==> src/rtl/dz_modem_filter_pkg.sv <==
// Purpose: shared types and line-layout constants for the DZ11 modem-control filter.
// Latency: n/a (types and constants only).
// Backpressure: n/a.
// Contents: dzModem_t is the 16-bit {CO[7:0],RI[7:0]} vector.
// DZ_CO_LSB/DZ_RI_LSB locate each field inside that vector.
package dz_modem_pkg;

  typedef logic [15:0] dzModem_t;

  localparam int DZ_CO_LSB = 8;
  localparam int DZ_RI_LSB = 0;
  localparam int DZ_LINES  = 8;

endpackage

==> src/rtl/dz_modem_filter_if.sv <==
// Purpose: bundles the raw modem pins and the conditioned MSR-side levels.
// Latency: n/a (wires only).
// Backpressure: none; every signal is a level, sampled by the receiver each clock.
// Ports: rawCO/rawRI are pins into the filter.
// dzCO/dzRI/dzCHG/dzCHGMSK come out of the filter.
// master = pin/MSR side, slave = filter.
interface dz_modem_if;
  import dz_modem_pkg::*;

  logic [DZ_LINES-1:0] rawCO;
  logic [DZ_LINES-1:0] rawRI;
  logic [DZ_LINES-1:0] dzCO;
  logic [DZ_LINES-1:0] dzRI;
  logic                dzCHG;
  dzModem_t            dzCHGMSK;

  modport master (
    output rawCO, rawRI,
    input  dzCO, dzRI, dzCHG, dzCHGMSK
  );

  modport slave (
    input  rawCO, rawRI,
    output dzCO, dzRI, dzCHG, dzCHGMSK
  );

endinterface

==> src/rtl/dz_modem_filter_debounce.sv <==
// Purpose: one modem-control bit.
//   It has a 2-flop synchroniser, a tick-driven debounce counter and a registered output level.
// Latency: 2 clocks sync + DEBOUNCE ticks (the first tick may be partial).
// Backpressure: none; out_o is a level.
// Ports: clk, rst (sync, active-high), tick_i (shared prescaler tick), raw_i (async pin).
//   out_o is the clean level.
//   upd_o is high in the cycle whose edge flips out_o.
module dz_debounce_bit #(
  parameter int DEBOUNCE = 8
) (
  input  logic clk,
  input  logic rst,
  input  logic tick_i,
  input  logic raw_i,
  output logic out_o,
  output logic upd_o
);

  localparam int DCW = $clog2(DEBOUNCE + 1);

  logic           meta_q;
  logic           syn_q;
  logic           out_q, out_d;
  logic [DCW-1:0] dc_q, dc_d;

  // Any clock where the synchronised level agrees with the output clears
  // the count, so a level must disagree across DEBOUNCE consecutive ticks.
  always_comb begin
    out_d = out_q;
    dc_d  = dc_q;
    upd_o = 1'b0;
    if (syn_q == out_q) begin
      dc_d = '0;
    end else if (tick_i) begin
      if (dc_q == DCW'(DEBOUNCE - 1)) begin
        out_d = syn_q;
        dc_d  = '0;
        upd_o = 1'b1;
      end else begin
        dc_d = dc_q + DCW'(1);
      end
    end
  end

  always_ff @(posedge clk) begin
    if (rst) begin
      meta_q <= 1'b0;
      syn_q  <= 1'b0;
      out_q  <= 1'b0;
      dc_q   <= '0;
    end else begin
      meta_q <= raw_i;
      syn_q  <= meta_q;
      out_q  <= out_d;
      dc_q   <= dc_d;
    end
  end

  assign out_o = out_q;

endmodule

==> src/rtl/dz_modem_filter.sv <==
// Purpose: conditions 8 lines of DZ11 carrier-detect / ring-indicator inputs for the MSR.
// Latency: between (DEBOUNCE-1)*PRESCALE+3 and DEBOUNCE*PRESCALE+2 clocks, pin to output.
// Backpressure: none; outputs are registered levels, sampled every clock.
// Ports: clk, rst (sync, active-high), bus (dz_modem_if.slave: rawCO/rawRI in;
//   dzCO/dzRI/dzCHG/dzCHGMSK out).
// Optional feature: define DZ_MODEM_CHANGE_EN for the dzCHG strobe and the dzCHGMSK register.
//   When it is undefined, both are tied to zero.
module dz_modem_filter
  import dz_modem_pkg::*;
#(
  parameter int PRESCALE = 50000,
  parameter int DEBOUNCE = 8
) (
  input  logic      clk,
  input  logic      rst,
  dz_modem_if.slave bus
);

  localparam int CNTW = (PRESCALE > 1) ? $clog2(PRESCALE) : 1;

  logic [CNTW-1:0] cnt_q, cnt_d;
  logic            tick;
  dzModem_t        raw_vec;
  dzModem_t        out_vec;
  dzModem_t        upd_vec;

  // Shared prescaler. One tick per PRESCALE clocks drives all 16 bits,
  // so bits that qualify together update on the same edge.
  assign tick  = (cnt_q == CNTW'(PRESCALE - 1));
  assign cnt_d = tick ? '0 : cnt_q + CNTW'(1);

  always_ff @(posedge clk) begin
    if (rst) begin
      cnt_q <= '0;
    end else begin
      cnt_q <= cnt_d;
    end
  end

  assign raw_vec = {bus.rawCO, bus.rawRI};

  for (genvar i = 0; i < 16; i++) begin : g_bit
    dz_debounce_bit #(
      .DEBOUNCE(DEBOUNCE)
    ) u_bit (
      .clk   (clk),
      .rst   (rst),
      .tick_i(tick),
      .raw_i (raw_vec[i]),
      .out_o (out_vec[i]),
      .upd_o (upd_vec[i])
    );
  end

  assign bus.dzCO = out_vec[DZ_CO_LSB +: DZ_LINES];
  assign bus.dzRI = out_vec[DZ_RI_LSB +: DZ_LINES];

`ifdef DZ_MODEM_CHANGE_EN
  logic     chg_q;
  dzModem_t msk_q;

  // An update always flips its bit, so upd_vec already equals old^new.
  // Registering upd_vec on the same edge as the outputs makes the strobe
  // and mask line up with the new output levels.
  always_ff @(posedge clk) begin
    if (rst) begin
      chg_q <= 1'b0;
      msk_q <= '0;
    end else begin
      chg_q <= |upd_vec;
      if (|upd_vec) begin
        msk_q <= upd_vec;
      end
    end
  end

  assign bus.dzCHG    = chg_q;
  assign bus.dzCHGMSK = msk_q;
`else
  logic unused_upd;
  assign unused_upd   = ^upd_vec;
  assign bus.dzCHG    = 1'b0;
  assign bus.dzCHGMSK = '0;
`endif

endmodule

==> src/flat_wrapper.sv <==
// flat-port wrapper written by rule: the top's interface ports become plain ports
module dz_modem_filter_flat import dz_modem_pkg::*;
#(
  parameter int PRESCALE = 50000,
  parameter int DEBOUNCE = 8
)
  (clk, rst, bus_rawCO, bus_rawRI, bus_dzCO, bus_dzRI, bus_dzCHG, bus_dzCHGMSK);
  dz_modem_if bus_i ();
  input  logic clk;
  input  logic rst;
  input wire logic [$bits(bus_i.rawCO)-1:0] bus_rawCO;
  input wire logic [$bits(bus_i.rawRI)-1:0] bus_rawRI;
  output wire logic [$bits(bus_i.dzCO)-1:0] bus_dzCO;
  output wire logic [$bits(bus_i.dzRI)-1:0] bus_dzRI;
  output wire logic [$bits(bus_i.dzCHG)-1:0] bus_dzCHG;
  output wire logic [$bits(bus_i.dzCHGMSK)-1:0] bus_dzCHGMSK;
  assign bus_i.rawCO = bus_rawCO;
  assign bus_i.rawRI = bus_rawRI;
  assign bus_dzCO = bus_i.dzCO;
  assign bus_dzRI = bus_i.dzRI;
  assign bus_dzCHG = bus_i.dzCHG;
  assign bus_dzCHGMSK = bus_i.dzCHGMSK;
  dz_modem_filter #(.PRESCALE(PRESCALE), .DEBOUNCE(DEBOUNCE)) u_core (.clk(clk), .rst(rst), .bus(bus_i));
endmodule
==> config.mk <==
export PLATFORM = sky130hd
export DESIGN_NAME = dz_modem_filter_flat
export DESIGN_NICKNAME = d
export VERILOG_FILES = /design/src/rtl/dz_modem_filter_pkg.sv /design/src/rtl/dz_modem_filter_if.sv /design/src/rtl/dz_modem_filter_debounce.sv /design/src/rtl/dz_modem_filter.sv /design/src/flat_wrapper.sv
export SDC_FILE = /design/constraint.sdc
export NUM_CORES = 1
export LEC_CHECK = 0
export ABC_AREA = 1
export CAP_MARGIN = 20
export CELL_PAD_IN_SITES_DETAIL_PLACEMENT = 1
export CELL_PAD_IN_SITES_GLOBAL_PLACEMENT = 2
export CORE_UTILIZATION = 36
export CTS_CLUSTER_DIAMETER = 40
export DETAILED_ROUTE_END_ITERATION = 8
export DONT_BUFFER_PORTS = 1
export GPL_TIMING_DRIVEN = 0
export PLACE_DENSITY_LB_ADDON = 0.08
export SLEW_MARGIN = 15
export SYNTH_ARGS = -nofsm -noshare
export SYNTH_HDL_FRONTEND = slang
export SYNTH_SLANG_ARGS = --single-unit
export TNS_END_PERCENT = 100
==> constraint.sdc <==
create_clock -name clk -period 1.91 [get_ports clk]
set_input_delay 0.191 -clock clk [delete_from_list [all_inputs] [get_ports clk]]
set_output_delay 0.191 -clock clk [all_outputs]
set_load 0.02 [all_outputs]
Word-level counts from Yosys, hierarchy flattened
Cells that the tools add are included.
Operators by class
  reduce and logical (&&, ||, !) cells: 33
  $add $sub $neg: 17
  equal/unequal tests: 33
  bitwise logic cells: 16
  mux-type cells: 16
Operator list (number)
  4-bit by 1-bit adder with 4-bit output, second input constant: 16
  4-bit by 3-bit == test with 1-bit output, second input constant: 16
  4-bit 2-to-1 mux: 16
  3-bit AND reduction: 16
  2-bit OR reduction: 17
  16-bit by 1-bit adder with 16-bit output, second input constant: 1
  1-bit == test: 16
  16-bit == test, second input constant: 1
  1-bit inverter: 16
Word-level totals
  bits of input ports: 18
  register bits after elaboration: 128
  word-level logic and storage cells: 180

Depth between registers and ports, before layout
Gate-level depths: netlist of the first run.
  depth after elaboration: 3
  mapped depth: 10
  depth with buffers taken out: 9

Hierarchy
Synthesis of the first run repeated with hierarchy kept, for this count alone.
Second synthesis, totals
  cells, all modules: 929
  area, all modules: 6427.4 um^2
By module, submodules not included
  dz_debounce_bit: seq. area each 140.1 um^2, cells an instance 49, area an instance 341.6 um^2, times used 16
  dz_modem_filter: seq. area each 320.3 um^2, cells an instance 145, area an instance 962.2 um^2, times used 1

Worst setup path after synthesis of the first run
Ideal clock, no wire load.
  path type: reg2reg
  start: reg u_core.cnt_q[0]
  end: reg u_core.g_bit[6].u_bit.dc_q[2]
  path buffers: 2
  path slack: 507 ps
  period minus slack after synthesis: 1403 ps
  setup time: 134 ps
  arrival: 1268 ps
  data required time: 1776 ps
  stages on the path, launching flop included: 9
  cells stage by stage: dfxtp_1 ha_1 nand3_2 nor2_2 nand2_2 buf_6 buf_6 nand2_1 a21oi_1
On the way
  cells in the longest elaborated chain, start to end: 1
Ends and longest elaborated chain
  from (decl): line dz_modem_filter.sv:21  | logic [CNTW-1:0] cnt_q, cnt_d;
  from (signal assigned): line dz_modem_filter.sv:36  | cnt_q <= cnt_d;
  16-bit == test: line dz_modem_filter.sv:29  | assign tick = (cnt_q == CNTW'(PRESCALE - 1));
  to (signal assigned): line dz_modem_filter_debounce.sv:50  | dc_q <= '0;
  to (signal assigned): line dz_modem_filter_debounce.sv:55  | dc_q <= dc_d;
  to (decl): line dz_modem_filter_debounce.sv:24  | logic [DCW-1:0] dc_q, dc_d;
Every way passes these cells.
A chain may end at the register's enable or synchronous reset.

Final worst setup path of the first run
  start: reg u_core.cnt_q[0]
  end: reg u_core.cnt_q[5]
On the way
  cells in the longest elaborated chain, start to end: 2
  elaborated cells on any way between the ends: 3
Ends and longest elaborated chain
  branches (longest 2 deep; another with 16-bit by 1-bit adder with 16-bit output)
Several ways; the timed one is not identified.

==> results of run 1 <==
logic make-up (layout without fill, tap and decap cells):
| family | count (synthesis) | after routing | synth area share, % |
|---|---|---|---|
| DFF | 128 | 128 | 40.7 |
| buffers and inverters | 182 | 230 | 15.2 |
| AOI/OAI and AO/OA | 107 | 107 | 8.50 |
| and+or+nand+nor | 430 | 430 | 29.6 |
| other | 1 | 17 | 0.0595 |
| adders and majority gates | 17 | 17 | 3.38 |
| xor gates and xnor gates | 18 | 18 | 2.50 |
power breakdown:
| group | switching [mW] | internal [mW] | leakage [nW] | total [mW] |
|---|---|---|---|---|
| Combinational | 0.119 | 0.0767 | 1.56 | 0.195 |
| Sequential | 0.0191 | 2.71 | 1.04 | 2.73 |
| Clock | 1.25 | 1.94 | 0.270 | 3.19 |
| Total | 1.39 | 4.73 | 2.87 | 6.12 |
critical path: cells and delay by family (launching register included):
family | cells | cell delay (ns)
flip-flops | 1 | 0.35
adder cells (fa/ha/maj) | 1 | 0.20
buffers and inverters | 1 | 0.26
AND/OR/NAND/NOR | 5 | 0.77
stage by stage:
stage,setup slack (ns),power [mW],hold WS (ns),instance area (um2),instances
6_report,0.215,6.12,0.186,7370,1167
5_1_grt,0.0530,6.34,0.191,7370,1167
4_1_cts,0.146,6.22,0.181,7370,1167
3_5_place_dp,0.187,2.96,0.303,6630,1119
3_3_place_gp,0.237,2.95,0.300,6630,1119
2_1_floorplan,0.507,2.92,0.298,6360,899
path summary, 6_finish.rpt:
| path | to | slack [ns] |
|---|---|---|
| hold reg to reg | u_core.g_bit[6].u_bit.syn_q$_SDFF_PP0_ | 0.41 |
| setup reg to reg | u_core.cnt_q[5]$_SDFF_PP0_ | 0.22 |
| hold / removal | u_core.g_bit[2].u_bit.out_o$_SDFFE_PP0P_ | 0.19 |
| setup / recovery | u_core.cnt_q[5]$_SDFF_PP0_ | 0.22 |
placed cells by master (no fill, tap or decap), types with 5 or more instances in the layout:
cell type                       synthesis  final
sky130_fd_sc_hd__xor2_1                17     17
sky130_fd_sc_hd__a21oi_1               96     96
sky130_fd_sc_hd__ha_1                  17     17
sky130_fd_sc_hd__nand2_1              218    218
sky130_fd_sc_hd__nand3_1               48     48
sky130_fd_sc_hd__buf_4                 36     36
sky130_fd_sc_hd__nor2_1                94     94
sky130_fd_sc_hd__clkinvlp_4             0      6
sky130_fd_sc_hd__clkbuf_16              0     17
sky130_fd_sc_hd__clkinv_2               1      5
sky130_fd_sc_hd__dfxtp_1              128    128
sky130_fd_sc_hd__buf_6                 18     18
sky130_fd_sc_hd__inv_1                118    118
sky130_fd_sc_hd__nor3_1                 5      5
sky130_fd_sc_hd__conb_1                 1     17
sky130_fd_sc_hd__o21ai_0               11     11
sky130_fd_sc_hd__nand4_1               50     50
sky130_fd_sc_hd__dlygate4sd3_1          0     16
cell type report:
cell class / instances / area [um2] / area share, %
buffer: 60 / 499 / 6.77
clock buffer: 18 / 439 / 5.96
clock inverter: 14 / 143 / 1.93
inverter: 122 / 459 / 6.23
multi-input combinational: 589 / 2840 / 38.5
sequential: 128 / 2560 / 34.7
tap: 220 / 275 / 3.73
timing repair buffer: 16 / 160 / 2.17
state kept, by name, summed over array words and instances, names as in the netlist:
signal                     cells
u_core.g_bit.u_bit.dc_q       64
u_core.cnt_q                  16
u_core.g_bit.u_bit.meta_q     16
u_core.g_bit.u_bit.out_o      16
u_core.g_bit.u_bit.syn_q      16
synthesized netlist by cell type (3+ instances only):
cell / number
sky130_fd_sc_hd__nor2_1: 94
sky130_fd_sc_hd__nor3_1: 5
sky130_fd_sc_hd__nor2_2: 4
sky130_fd_sc_hd__nand3_1: 48
sky130_fd_sc_hd__inv_1: 118
sky130_fd_sc_hd__buf_4: 36
sky130_fd_sc_hd__nand2_2: 3
sky130_fd_sc_hd__a21oi_1: 96
sky130_fd_sc_hd__dfxtp_1: 128
sky130_fd_sc_hd__buf_2: 3
sky130_fd_sc_hd__nand4_1: 50
sky130_fd_sc_hd__nand2_1: 218
sky130_fd_sc_hd__buf_6: 18
sky130_fd_sc_hd__ha_1: 17
sky130_fd_sc_hd__buf_1: 3
sky130_fd_sc_hd__o21ai_0: 11
sky130_fd_sc_hd__xor2_1: 17
sky130_fd_sc_hd__nor2_4: 3
layer usage:
metal  track usage (%)  routed length [um]  vias up
li1                  -                   -     2865
met1              22.6                7320     2685
met2              34.6                8270       71
met3              3.82                 416       18
met4              6.55                 237        0
met5                 0                   0        -
==> impl_metrics.ini, run 1 <==
[timing]
setup_viol_count_final = 0
slew_violations = 0
layout_worst_path_cycle_share_pct = 88.7
timing_worst_slew_pin_value_ns = 0.590
relSlewSlack_pct = 60.7
hold_viol_final = 0
rsz0062_at_grt = false
finalCriticalPeriod_ns = 1.69
sum_neg_setup_slack_ns = 0
worst_clock_skew_ns = 0.0102
highest_attainable_clock_frequency_mhz = 590

[cells_and_area]
final_core_utilization_pct = 43.8
area.growth.synth_to_final_pct = 17.1
drive_above_1_share_pct = 11.2
layout.filler_cells = 2130
final_net_count = 969
insertedDiodeCount = 0

[run_status]
outcome = completed

[routing]
totalWireLength_mm = 16.2
initialDrtViolationCount = 160
wire_length_per_cell_after_detailed_routing_um = 13.9
drt-pass1-iter-count = 4
drc = 0
antenna_left = 0
routed-via-count = 5639
avgViaCountPerCell = 4.83

[worst_setup_path]
criticalPathCategory = flop to flop
required_ns = 2.22
critical_path.cell_chain = ha_1 > nand3_2 > nor2_2 > nand2_2 > nand2_1 > buf_4 > nor2_1
critical_path_peak_fanout = 10
start_point_of_the_critical_path = u_core.cnt_q[0]$_SDFF_PP0_
critPathLaunchType = flop
worst-endpoint-arrival_ns = 2.00
critical-path-slowest-cell = sky130_fd_sc_hd__dfxtp_1
slowest_delay_ns = 0.35
rr_worst_depth = 7
crit_reg_reg_startpoint = u_core.cnt_q[0]$_SDFF_PP0_
worstSetupEndpointType = flop

[floorplanning]
die_x_um = 134
area_of_the_core_region_um2 = 16800
die_height_um = 134
rows = 47
floorplan.die_area_um2 = 18000
start_util_pct = 37.4
ioPinCount = 51

[clock_network]
clock_insertion_delay_worst_skew_ns = 0.42
cts-htree-levels = 4
cts_hold_buffers = 16
cts_buffer_count = 17
cts-resized-gates = 0
postCtsSetupBuffers = 0
worst_setup_hold_path_clk_slew_ns = 0.06
cts.sinks = 128
max-clock-path-buffers = 2
cts_tree = done
cts-root-buf = sky130_fd_sc_hd__clkbuf_16

[placement]
gpl.final_weighted_congestion = 0.795
post-dp-hpwl_mm = 11.7
port-buffer-count = 0

[yosys]
synth.distinct_cells = 26
ys_dominant_reg_cell = sky130_fd_sc_hd__dfxtp_1
synth-seq-cells = 128
synthesis.area_um2 = 6300
synth-edff-count = 0
synth_top_area_share_pct = 40.7
asyncSetResetFlopFracSynth_pct = 0
synth_seq_area_share_pct = 40.7
synth_top_cells_by_area = sky130_fd_sc_hd__dfxtp_1, sky130_fd_sc_hd__nand2_1, sky130_fd_sc_hd__a21oi_1, sky130_fd_sc_hd__inv_1, sky130_fd_sc_hd__nor2_1
yosys_warnings = 0
average_cell_area_after_synthesis_um2 = 7.13
post-synth-top-area-cell = sky130_fd_sc_hd__dfxtp_1
postSynthCellCount = 883

[grt]
maximum_number_of_pins_on_one_net_before_global_route_repair = 17
first_global_vias = 5640
grt_first_pass_wirelength_mm = 27.4
grt.total_usage_pct = 19.2
grt-ovfl-total = 0
grt_antenna_before_repair = 0

[power]
power.density_cell_area_nw_per_um2 = 829
ir_worst_vdd_mv = 0.676
total_leakage_power_nw = 2.87

[run]
cap_violations = 0

[hold_path]
hold_path_class = input pin to flop
min_path_cells = 3
hold_start = rst
(Power assumes the default switching activity.)
==> run 2: changes to the inputs <==
--- a/constraint.sdc
+++ b/constraint.sdc
@@ -3,2 +3,2 @@
 set_output_delay 0.191 -clock clk [all_outputs]
-set_load 0.02 [all_outputs]
+set_load 0.05 [all_outputs]
==> results of run 2 <==
Same layout as run 1 (identical final DEF). Status: completed.
Among the figures that moved: total power 6.12 mW -> 6.16 mW
==> patch 1, RTL diff (config.mk and constraints of run 1) <==
Add a define of `DZ_MODEM_CHANGE_EN`.
--- a/src/rtl/dz_modem_filter.sv
+++ b/src/rtl/dz_modem_filter.sv
@@ -5,6 +5,8 @@
 //   dzCO/dzRI/dzCHG/dzCHGMSK out).
 // Optional feature: define DZ_MODEM_CHANGE_EN for the dzCHG strobe and the dzCHGMSK register.
 //   When it is undefined, both are tied to zero.
+`define DZ_MODEM_CHANGE_EN
+
 module dz_modem_filter
   import dz_modem_pkg::*;
 #(
Function: no difference found for any inputs over 10 cycles, from zero or initial values and one cycle with rst high; that may be too few to reach the edited logic, so the function may still have changed.
==> patch 1 against run 1 <==
- the run now ends with DRC, setup timing left
- critical endpoint is now u_core.bus.dzCHGMSK[8]$_SDFFE_PP0P_
- worst setup slack worse by 0.34 ns
- area after synthesis rose by 6.2%
- design area grew 14%
- synthesized cell count is 4.9% higher
- sequential cell count up 17
- total power up 14%
- clock skew decreased by 0.00087 ns
- routed wire length grew 24%
==> patch 1: results (changes against run 1) <==
| Metric | Value |
|---|---|
| Status | `finished with violations` |
| Failing checks | `DRC, setup timing` |
| Nets | `1023 (+5.6%)` |
| Via count | `6022 (+6.8%)` |
| Crit-path slowest cell | `dfxtp_2` |
| Clk pin slew, worst setup/hold paths | `0.06 ns (about the same)` |
| Dpl hpwl | `14200 µm (+22%)` |
| Fin worst setup slack | `-0.129 ns (-0.344 ns)` |
| Xor and xnor fraction of the mapped netlist area | `2.36% (-0.15 points)` |
| Clock skew | `0.00936 ns (-0.000867 ns)` |
| Ranking of synthesized cells by area | `dfxtp_1 43%, nor2_1 9.3%, inv_1 8.9%, nand2_1 8.1%, nand4_1 4.2%` |
| Ratio of cells with drive above 1 in the final layout | `16.3% (+5.1 points)` |
| DRC | `9 (+9)` |
| All-Layer GR Usage | `21.7% (+2.5 points)` |
| Worst-Margin Slew | `0.796 ns (+0.206 ns)` |
| HP Class | `reg2reg` |
| Most frequent cells after synthesis | `165 x nor2_1, 159 x inv_1, 145 x dfxtp_1, 144 x nand2_1, 51 x a21oi_1` |
| LEAKAGE | `3.70 nW (+29%)` |
| CP Max Fanout | `5 (-5)` |
| WL/cell | `16.4 µm (+18%)` |
| Sequential share of the synthesized area | `43.4% (+2.7 points)` |
| Setup violations, final | `26 (+26)` |
| Distinct cells, synth | `29 (+12%)` |
| Vias in the first global route | `6160 (+9.2%)` |
| DRT Pass-1 Iters | `6 (+2)` |
| CP max stage delay | `0.33 ns (-0.02 ns)` |
| Pre-CTS WS | `-0.612 ns (-0.799 ns)` |
| Maximum vdd drop | `0.590 mV (-13%)` |
| Crit path DAT | `2.36 ns (+0.36 ns)` |
| First-pass GRT wire length | `32000 µm (+17%)` |
| Pin count of the biggest net entering global routing | `17 (unchanged)` |
| Initial DRC Count | `314 (+96%)` |
| Post-Synth Adder-Cell Area | `3.18% (-0.20 points)` |
| Final-layout fill cell count | `2195 (+3.1%)` |
==> patch 1: timing repair <==
item                                    in CTS  in global routing
pin swaps                                   15                 19
hold buffers                                16                  0
gates cloned                                 1                  2
buffers inserted                            19                  6
hold endpoints to repair                    16                  0
endpoints found under the setup margin      99                101
gates resized for setup                     65                 44
==> patch 1: stage by stage <==
stage | util [%] | instances | instance area, µm² | hold WS [ns]
after global placement | 38.6 | 1155 | 6980 | 0.298
final | 46.5 | 1229 | 8400 | 0.405
after detailed placement | 38.6 | 1155 | 6980 | 0.303
after floorplan | - | 926 | 6690 | 0.298
after global routing | 46.5 | 1229 | 8400 | 0.418
after CTS | 45.3 | 1222 | 8200 | 0.408
==> patch 1: area by class of cell <==
class	count	area (µm²)	area share (%)
tap	229	287	3.41
sequential	145	2910	34.6
multi-input combinational	574	3150	37.5
clock buffer	19	443	5.27
inverter	162	613	7.29
timing repair buffer	43	439	5.23
buffer	45	357	4.24
clock inverter	12	205	2.44
==> patch 1: metal layers <==
metal	track usage (%)	share of wire, %
met1	27.3	47
met4	7.45	1.5
met2	38.0	49
met5	0	0
met3	3.01	2.9
==> patch 1: worst paths after layout <==
path / from / endpoint / slack (ns) / cells after the start
worst max-delay path: u_core.cnt_q[0]$_SDFF_PP0_ / u_core.bus.dzCHGMSK[8]$_SDFFE_PP0P_ / -0.13 / 15
worst min-delay path: u_core.g_bit[14].u_bit.meta_q$_SDFF_PP0_ / u_core.g_bit[14].u_bit.syn_q$_SDFF_PP0_ / 0.41 / 2
worst max register to register: u_core.cnt_q[0]$_SDFF_PP0_ / u_core.bus.dzCHGMSK[8]$_SDFFE_PP0P_ / -0.13 / 15
worst min register to register: u_core.g_bit[14].u_bit.meta_q$_SDFF_PP0_ / u_core.g_bit[14].u_bit.syn_q$_SDFF_PP0_ / 0.41 / 2
==> patch 1: power by group <==
group	switching, mW	leakage (nW)	internal (mW)	total (mW)
sequential	0.0205	1.18	3.06	3.08
combinational	0.113	2.21	0.0712	0.184
clock	1.35	0.310	2.36	3.71
total	1.49	3.70	5.49	6.98
==> patch 1: tightest hold or removal path: cells and delay by family (launching register included) <==
kind | cells | cell delay, ns
DFF | 1 | 0.30
buffers and inverters | 1 | 0.04
and+or+nand+nor | 1 | 0.03
==> patch 1: logic make-up after synthesis <==
family | count (synthesis)
AND/OR/NAND/NOR | 424
XOR/XNOR | 18
flip-flops | 145
AO/OA/AOI/OAI | 115
buffers and inverters | 207
adder cells (fa/ha/maj) | 17
==> patch 2, RTL diff (config.mk and constraints of run 1) <==
Without the edit above. Take the reset off `dc_q` and load it in a clocked block of its own.
--- a/src/rtl/dz_modem_filter_debounce.sv
+++ b/src/rtl/dz_modem_filter_debounce.sv
@@ -47,13 +47,15 @@
       meta_q <= 1'b0;
       syn_q  <= 1'b0;
       out_q  <= 1'b0;
-      dc_q   <= '0;
     end else begin
       meta_q <= raw_i;
       syn_q  <= meta_q;
       out_q  <= out_d;
-      dc_q   <= dc_d;
     end
+  end
+
+  always_ff @(posedge clk) begin
+    dc_q <= dc_d;
   end
 
   assign out_o = out_q;
Formal check against the unedited RTL: no difference found for any inputs over 10 cycles, from zero or initial values and one cycle with rst high; that may be too few to reach the edited logic, so the function may still have changed.
==> patch 2 against run 1 <==
- area after synthesis fell by 5.1%
- design area decreased by 4.0%
- routed wire length decreased by 7.9%
- worst setup slack gained 0.0042 ns
- final cell count down 4.5%
- total power fell by 3.9%
- critical path depth stayed put
- sequential cell count unchanged
- global-route usage rose by 0.11 points
- largest cell class unchanged
- highest routed layer unchanged
==> patch 2: results (changes against run 1) <==
| Metric | Value |
|---|---|
| Status | `completed` |
| Crit-path slowest cell | `clkbuf_1` |
| Xor and xnor fraction of the mapped netlist area | `4.69% (+2.2 points)` |
| Clock skew | `0.00573 ns (-0.00450 ns)` |
| Syn_area_per_cell | `7.18 µm² (+0.63%)` |
| All-Layer GR Usage | `19.3% (+0.11 points)` |
| Compound-Gate Fraction of Synth Area | `8.37% (-0.13 points)` |
| GR Layer Usage met2 | `34.5% (-0.17 points)` |
| Setup crit end | `u_core.g_bit[12].u_bit.dc_q[2]$_SDFFE_PP0P_` |
| Met1 Use GR | `21.9% (-0.67 points)` |
| Nets | `921 (-5.0%)` |
| Hold bufs inserted after CTS | `17 (+1)` |
| Initial DRC Count | `153 (-4.4%)` |
| Most frequent cells after synthesis | `195 x nand2_1, 128 x dfxtp_1, 106 x inv_1, 106 x nor2_1, 81 x a21oi_1` |
| Hold Slack | `0.315 ns (+0.129 ns)` |
| Crit path DAT | `2.03 ns (+0.03 ns)` |
| WHS Path Cells | `2 (-1)` |
| Area after DPL | `0.00631 mm² (-4.9%)` |
| FF-to-FF End | `u_core.g_bit[12].u_bit.dc_q[2]$_SDFFE_PP0P_` |
| Ratio of cells with drive above 1 in the final layout | `9.91% (-1.3 points)` |
| Post-Synth Adder-Cell Area | `3.56% (+0.18 points)` |
| Maximum vdd drop | `0.709 mV (+4.9%)` |
| Via count | `5271 (-6.5%)` |
| WL/cell | `13.4 µm (-3.5%)` |
| First-pass GRT wire length | `25300 µm (-7.6%)` |
| Dpl hpwl | `10600 µm (-9.1%)` |
| Post-DR vias/cell | `4.73 (-2.1%)` |
| Ranking of synthesized cells by area | `dfxtp_1 43%, nand2_1 12%, a21oi_1 6.8%, inv_1 6.7%, nor2_1 6.7%` |
| Reg with most FFs | `u_core.g_bit.u_bit.dc_q` |
| Power in the clock group | `2.96 mW (-7.2%)` |
| P_comb | `0.191 mW (-2%)` |
| Pre-CTS WS | `-0.198 ns (-0.385 ns)` |
| LEAKAGE | `2.91 nW (+1.4%)` |
| CP max stage delay | `0.42 ns (+0.07 ns)` |
| DRT Pass-1 Iters | `6 (+2)` |
| GR Layer Usage met3 | `4.64% (+0.82 points)` |
| Placed cell count | `1065 (-4.8%)` |
| Worst-Margin Slew | `0.720 ns (+0.130 ns)` |
| Total power | `5.88 mW (-3.9%)` |
| Sequential share of the synthesized area | `42.9% (+2.2 points)` |
| Fin worst setup slack | `0.219 ns (+0.00419 ns)` |
[patch 2: changes by cell type after synthesis, moves of 6 or more]
cell      before  now
o21ai_0       11   19
nand2_1      218  195
nor2_1        94  106
nand4_1       50   36
buf_2          3    9
buf_6         18    4
a21oi_1       96   81
xor2_1        17   30
inv_1        118  106
clkbuf_1       0    7
[patch 2: cell type report]
type / instances / area (µm²) / area share (%)
Clock buffer: 25 / 515 / 7.28
Inverter: 109 / 409 / 5.78
Tap cell: 216 / 270 / 3.82
Buffer: 56 / 388 / 5.48
Sequential cell: 128 / 2560 / 36.2
Multi-Input combinational cell: 556 / 2730 / 38.5
Clock inverter: 6 / 30.0 / 0.424
Timing Repair Buffer: 18 / 178 / 2.51
[patch 2: per-layer routing]
metal	routed length (µm)	up-vias
li1	-	2684
met2	7580	70
met1	6690	2496
met4	286	0
met5	0	-
met3	397	21
